**config.mk**
```make
export PLATFORM = sky130hd
export DESIGN_NAME = alarm_sequencer
export DESIGN_NICKNAME = d
export VERILOG_FILES = /design/src/rtl/alarm_sequencer_pkg.sv /design/src/rtl/alarm_sequencer_match_detect.sv /design/src/rtl/alarm_sequencer.sv
export SDC_FILE = /design/constraint.sdc
export NUM_CORES = 1
export LEC_CHECK = 0
export CAP_MARGIN = 20
export CORE_MARGIN = 10
export CORE_UTILIZATION = 49
export DETAILED_ROUTE_END_ITERATION = 16
export PLACE_DENSITY = 0.79
export REMOVE_ABC_BUFFERS = 1
export SYNTH_ARGS = -nofsm -noshare
export SYNTH_HDL_FRONTEND = slang
export SYNTH_SLANG_ARGS = --single-unit
```
**constraint.sdc**
```tcl
create_clock -name clk -period 3.6 [get_ports clk]
set_input_delay 1.08 -clock clk [delete_from_list [all_inputs] [get_ports clk]]
set_output_delay 1.08 -clock clk [all_outputs]
set_load 0.1 [all_outputs]
```
**src/rtl/alarm_sequencer_pkg.sv**
```systemverilog
// Shared types and constants for the alarm sequencer.
// State encoding, time-field widths and escalation timing.
package alarm_sequencer_pkg;

    typedef enum logic [1:0] {
        IDLE     = 2'd0,
        ARMED    = 2'd1,
        RINGING  = 2'd2,
        SNOOZING = 2'd3
    } al_state_t;

    localparam int SECS_PER_MIN = 60;
    localparam int ESCALATE_SEC = 20;
    localparam int HOUR_W       = 5;
    localparam int MIN_W        = 6;

endpackage

```
**src/rtl/alarm_sequencer_match_detect.sv**
```systemverilog
// Alarm-time comparator with a registered copy for rising-edge trigger.
// trig fires once when the qualified match first becomes true.
module alarm_match_detect
    import alarm_sequencer_pkg::*;
(
    input  logic              clk,
    input  logic              reset,
    input  logic [HOUR_W-1:0] cur_hour,
    input  logic [MIN_W-1:0]  cur_min,
    input  logic [HOUR_W-1:0] al_hour,
    input  logic [MIN_W-1:0]  al_min,
    input  logic              alarm_on,
    input  logic              adjusting,
    output logic              trig
);

    logic match;
    logic match_q;

    assign match = (cur_hour == al_hour) && (cur_min == al_min)
                 && alarm_on && !adjusting;

    always_ff @(posedge clk) begin
        if (!reset) begin
            match_q <= 1'b0;
        end else begin
            match_q <= match;
        end
    end

    assign trig = match && !match_q;

endmodule

```
**src/rtl/alarm_sequencer.sv**
```systemverilog
// Alarm ring/snooze/dismiss sequencer with registered outputs.
// Optional ALARM_ESCALATE_EN pulses the buzzer during early ringing.
module alarm_sequencer
    import alarm_sequencer_pkg::*;
#(
    parameter int SNOOZE_MIN       = 5,
    parameter int MAX_SNOOZE       = 3,
    parameter int RING_TIMEOUT_SEC = 60
) (
    input  logic              clk,
    input  logic              reset,
    input  logic              tick_1hz,
    input  logic [HOUR_W-1:0] cur_hour,
    input  logic [MIN_W-1:0]  cur_min,
    input  logic [HOUR_W-1:0] al_hour,
    input  logic [MIN_W-1:0]  al_min,
    input  logic              alarm_on,
    input  logic              adjusting,
    input  logic              btn_snooze,
    input  logic              btn_dismiss,
    output logic              ringing,
    output logic              buzzer_en,
    output logic              snoozing,
    output logic [2:0]        snooze_cnt,
    output logic              armed
);

    localparam int SNZ_LOAD = SNOOZE_MIN * SECS_PER_MIN;
    localparam int SNZ_W    = $clog2(SNZ_LOAD + 1);

    localparam logic [SNZ_W-1:0] SNZ_INIT = SNZ_W'(SNZ_LOAD);
    localparam logic [SNZ_W-1:0] SNZ_ONE  = SNZ_W'(1);
    localparam logic [7:0]       RT_LAST  = 8'(RING_TIMEOUT_SEC - 1);
    localparam logic [2:0]       MAXS     = 3'(MAX_SNOOZE);

    al_state_t        state, state_nx;
    logic [7:0]       ring_sec, ring_nx;
    logic [SNZ_W-1:0] snz_left, snz_nx;
    logic [2:0]       cnt_nx;
    logic             buzz_nx;
    logic             trig;

    alarm_match_detect u_match (
        .clk       (clk),
        .reset     (reset),
        .cur_hour  (cur_hour),
        .cur_min   (cur_min),
        .al_hour   (al_hour),
        .al_min    (al_min),
        .alarm_on  (alarm_on),
        .adjusting (adjusting),
        .trig      (trig)
    );

    always_comb begin
        state_nx = state;
        ring_nx  = ring_sec;
        snz_nx   = snz_left;
        cnt_nx   = snooze_cnt;
        if (!alarm_on) begin
            state_nx = IDLE;
            ring_nx  = '0;
            snz_nx   = '0;
            cnt_nx   = '0;
        end else begin
            unique case (state)
                // A match already present when the switch comes on still rings
                IDLE: begin
                    state_nx = trig ? RINGING : ARMED;
                    ring_nx  = '0;
                    cnt_nx   = '0;
                end
                ARMED: begin
                    if (trig) begin
                        state_nx = RINGING;
                        ring_nx  = '0;
                        cnt_nx   = '0;
                    end
                end
                RINGING: begin
                    if (btn_dismiss) begin
                        state_nx = ARMED;
                        ring_nx  = '0;
                        cnt_nx   = '0;
                    end else if (btn_snooze && snooze_cnt < MAXS) begin
                        state_nx = SNOOZING;
                        ring_nx  = '0;
                        snz_nx   = SNZ_INIT;
                        cnt_nx   = snooze_cnt + 3'd1;
                    end else if (tick_1hz) begin
                        if (ring_sec == RT_LAST) begin
                            state_nx = ARMED;
                            ring_nx  = '0;
                            cnt_nx   = '0;
                        end else begin
                            ring_nx = ring_sec + 8'd1;
                        end
                    end
                end
                SNOOZING: begin
                    if (btn_dismiss) begin
                        state_nx = ARMED;
                        snz_nx   = '0;
                        cnt_nx   = '0;
                    end else if (tick_1hz) begin
                        if (snz_left == SNZ_ONE) begin
                            state_nx = RINGING;
                            ring_nx  = '0;
                            snz_nx   = '0;
                        end else begin
                            snz_nx = snz_left - SNZ_ONE;
                        end
                    end
                end
            endcase
        end
    end

`ifdef ALARM_ESCALATE_EN
    // Even seconds of ringing sound, odd ones are silent, until escalation ends
    assign buzz_nx = (state_nx == RINGING)
                   && (ring_nx >= 8'(ESCALATE_SEC) || !ring_nx[0]);
`else
    assign buzz_nx = (state_nx == RINGING);
`endif

    always_ff @(posedge clk) begin
        if (!reset) begin
            state      <= IDLE;
            ring_sec   <= '0;
            snz_left   <= '0;
            snooze_cnt <= '0;
            ringing    <= 1'b0;
            buzzer_en  <= 1'b0;
            snoozing   <= 1'b0;
            armed      <= 1'b0;
        end else begin
            state      <= state_nx;
            ring_sec   <= ring_nx;
            snz_left   <= snz_nx;
            snooze_cnt <= cnt_nx;
            ringing    <= (state_nx == RINGING);
            buzzer_en  <= buzz_nx;
            snoozing   <= (state_nx == SNOOZING);
            armed      <= (state_nx == ARMED);
        end
    end

endmodule

```
==> summary.md <==
| Metric | Value |
|---|---|
| # IOs | 36 |
| Vias | approximately 1600 |
| CTS tree | built |
| Number of nets in the layout | around 260 |
| Via-per-instance ratio | 5.76 |
| Vias in the first global route | 1512 |
| Netlist Area Pre-Place | about 1500 µm² |
| Die area | 5770 µm² |
| Unrepaired setup endpoints after global routing | false |
| Cell Int Power | 369 µW |
| Initial Utilization | 50.6% |
| Actual transition at the worst max-transition pin | 0.825 ns |
| Worst hold stages | 2 |
| Post-layout min period | 3.25 ns |
| Iter 0 DRT Violations | 87 |
| Setup CP Type | in -> reg |
| First-pass GRT wire length | 6730 µm |
| RR Startpoint | ring_sec[0] |
| Clock Tree Buf Depth | 2 |
| CP Data Arrival Time | roughly 3.5 ns |
| Setup WS pre-CTS | -0.0136 ns |
| PD cells | 252 nW/µm² |
| Post-cts hold buffer count | 0 |
| Part of the power in the clock network | 24.8% |
| Mapped Cells | 194 |
| Post-DP HPWL | ~3200 µm |
| IO Port Bufs | 35 |
| Max_cap viols | 0 |
| Register area share after synthesis | 34.0% |
| Worst Skew | 0.00443 ns |
| Clk sinks | 26 |
| Initial antenna violation count | 0 |
| Commonest register cell after synthesis | dfxtp_1 |
| Die Y | 75.9 µm |
| Tcrit/Tclk final | 90.3% |
| DR pass1 iterations | 5 |
| Async SR Flop Fraction | 0% |
| Routability Congestion | 0.824 |
| Hold EP | ring_sec[1] |
| Latest clock arrival within the worst-skew pair | 0.31 ns |
| Synth top cells by count | dfxtp_1, nor2_1, a21oi_1, inv_1, nor3_1 |
| H-tree levels | 1 |
| Routed WL | 4020 µm |
| EDFF count, synth | 0 |
| Yosys reg bits | 26 |
| Final setup margin | 0.349 ns |
| Avg Cell Area, Syn | around 7.9 µm² |
| Startpoint types | primary input |
| Share of post-route cells with drive strength above 1 | 11.0% |
| Placed cells | 267 |
| Hold path start | ring_sec[1] |
| Yosys warns | 0 |
| Hold Path Class | reg -> reg |
| Width of the chip | 75.9 µm |
| R2R depth | 7 |
| Max Fclk | a little over 300 MHz |
| Net Sw Frac | 24.0% |
| WL/cell | roughly 15 µm |
| Cts bufs inserted | 3 |
| Non-filler cells, final | 271 |
| Netlist cell types | 49 |
| Grt ovf | 0 |
| Post-DP Area | 1900 µm² |
| Rel. slew slack | 44.2% |
| Largest net degree at the start of global routing | 16 |
| Rows | 20 |
| Worst Path Required | 3.83 ns |
| CP Capture Type | flip-flop |
| Synth area leaders | dfxtp_1, a21oi_1, nor2_1 |
| Cts repair resizes | 0 |
| Antenna Cells | 0 |
| R2r setup slk | 1.29 ns |
| Worst IR drop on VDD | 147 µV |
| Largest area contributor in the netlist | dfxtp_1 |
| Outcome | complete, no violations |
| GRT Resource Usage Total | 13.2% |
| P&R area growth vs syn | 25.8% |
| Drt drc | 0 |
| Post-CTS Setup Inserts | 0 |
| Sequential power share | 59.8% |
| Sw Pwr | 117 µW |
| Post-route cell area | 1930 µm² |
| Max FO, Critical Path | 7 |
| CTS clk-pin slew, worst paths | between 0.1 and 0.15 ns |
| Lkg Pwr | 0.000737 µW |
| CTS root buf | clkbuf_4 |
| Power share of the combinational group | between 10% and 20% |
| Final setup vio count | 0 |
| # fillers | about 270 |
| Final Hold Viols | 0 |
| Detail Route Antenna Nets | 0 |
| Core ar. | slightly above 3000 µm² |
| Top-count cell post-synth | dfxtp_1 |
| Worst reg2reg endpoint | ring_sec[5] |
| Max Slew Vio Count | 0 |
| Synth top area share | around a third |
how the worst max path moves through the flow:
stage / endpoint / from / slack, ns
floorplan: ring_sec[7] / al_min[1] / 0.60
global placement: ring_sec[7] / alarm_on / 0.03
detailed placement: ring_sec[0] / alarm_on / -0.01
CTS: ring_sec[0] / alarm_on / 0.34
global route: snoozing / alarm_on / 0.26
finish: ring_sec[0] / alarm_on / 0.35
sequential cells by signal, summed over array words and instances, names as in the netlist:
name / flops
buzzer_en: 1
u_match.match_q: 1
snooze_cnt: 3
snz_left: 9
armed: 1
state: 2
ring_sec: 8
snoozing: 1
power by group through the flow:
| stage | registers [µW] | clock network (µW) | logic (µW) |
|---|---|---|---|
| 3_5_place_dp | 297 | 0 | 74.2 |
| 3_3_place_gp | 297 | 0 | 72.1 |
| 4_1_cts | 290 | 123 | 74.3 |
| 6_report | 290 | 120 | 74.6 |
| 2_1_floorplan | 301 | 0 | 26.8 |
| 5_1_grt | 291 | 138 | 79.9 |
through the flow:
step | hold slack (ns) | TNS (ns) | power [µW] | util, %
global placement | 0.474 | 0 | 369 | 62.7
floorplan | 0.455 | 0 | 328 | -
CTS | 0.509 | 0 | 488 | 63.4
finish | 0.505 | 0 | 485 | 63.7
global route | 0.558 | 0 | 509 | 63.7
detailed placement | 0.490 | -0.0269 | 371 | 62.7
layout by cell type, fill, tap and decap left out, types with 3 or more instances in the layout:
master / synthesis / layout
nor3_1: 13 / 13
o21ai_0: 5 / 5
nor2b_1: 4 / 4
nand3_1: 7 / 7
nor2_1: 20 / 20
nand2_1: 11 / 11
inv_1: 16 / 16
ha_1: 4 / 4
clkdlybuf4s50_1: 0 / 28
nand4_1: 4 / 4
nor4_1: 3 / 3
clkbuf_4: 0 / 4
o221a_2: 4 / 4
a31oi_1: 3 / 3
nand2b_1: 4 / 4
a21o_1: 3 / 3
dfxtp_1: 26 / 26
a31o_2: 3 / 3
buf_4: 1 / 8
a21oi_1: 18 / 18
xnor2_1: 5 / 5
layout make-up:
cell class              instances  area, µm²  area share [%]
repair buffers                 37        348            18.0
multi-input cells             145        922            47.8
inverters                      16       60.1            3.11
well taps                      44       55.1            2.86
flip-flops and latches         26        520            27.0
clock buffers                   3       22.5            1.17
worst max-delay path, stage by stage:
cell and delay (ns):
clkdlybuf4s50_1 0.50, inv_1 0.07, or4_1 0.52, or4_4 0.58, o31ai_4 0.27, nand2_2 0.18, a31o_2 0.28
metal layers:
metal | vias to the layer above | GRT usage (%) | part of all wire (%)
met5 | - | 0 | 0
met3 | 2 | 3.18 | 6.0
met4 | 0 | 4.36 | 0.75
li1 | 773 | - | -
met1 | 730 | 14.2 | 41
met2 | 55 | 24.5 | 52
cells by family (layout without fill, tap and decap cells):
| logic type | after synthesis | count (layout) | synth area share (%) |
|---|---|---|---|
| adders and majority gates | 4 | 4 | 3.27 |
| xor gates and xnor gates | 6 | 6 | 3.43 |
| DFF | 26 | 26 | 34.0 |
| AOI/OAI and AO/OA | 53 | 53 | 24.9 |
| buffers and inverters | 23 | 56 | 5.88 |
| muxes | 1 | 1 | 0.653 |
| and+or+nand+nor | 81 | 81 | 27.9 |
Power figures use the tool's default switching activity.
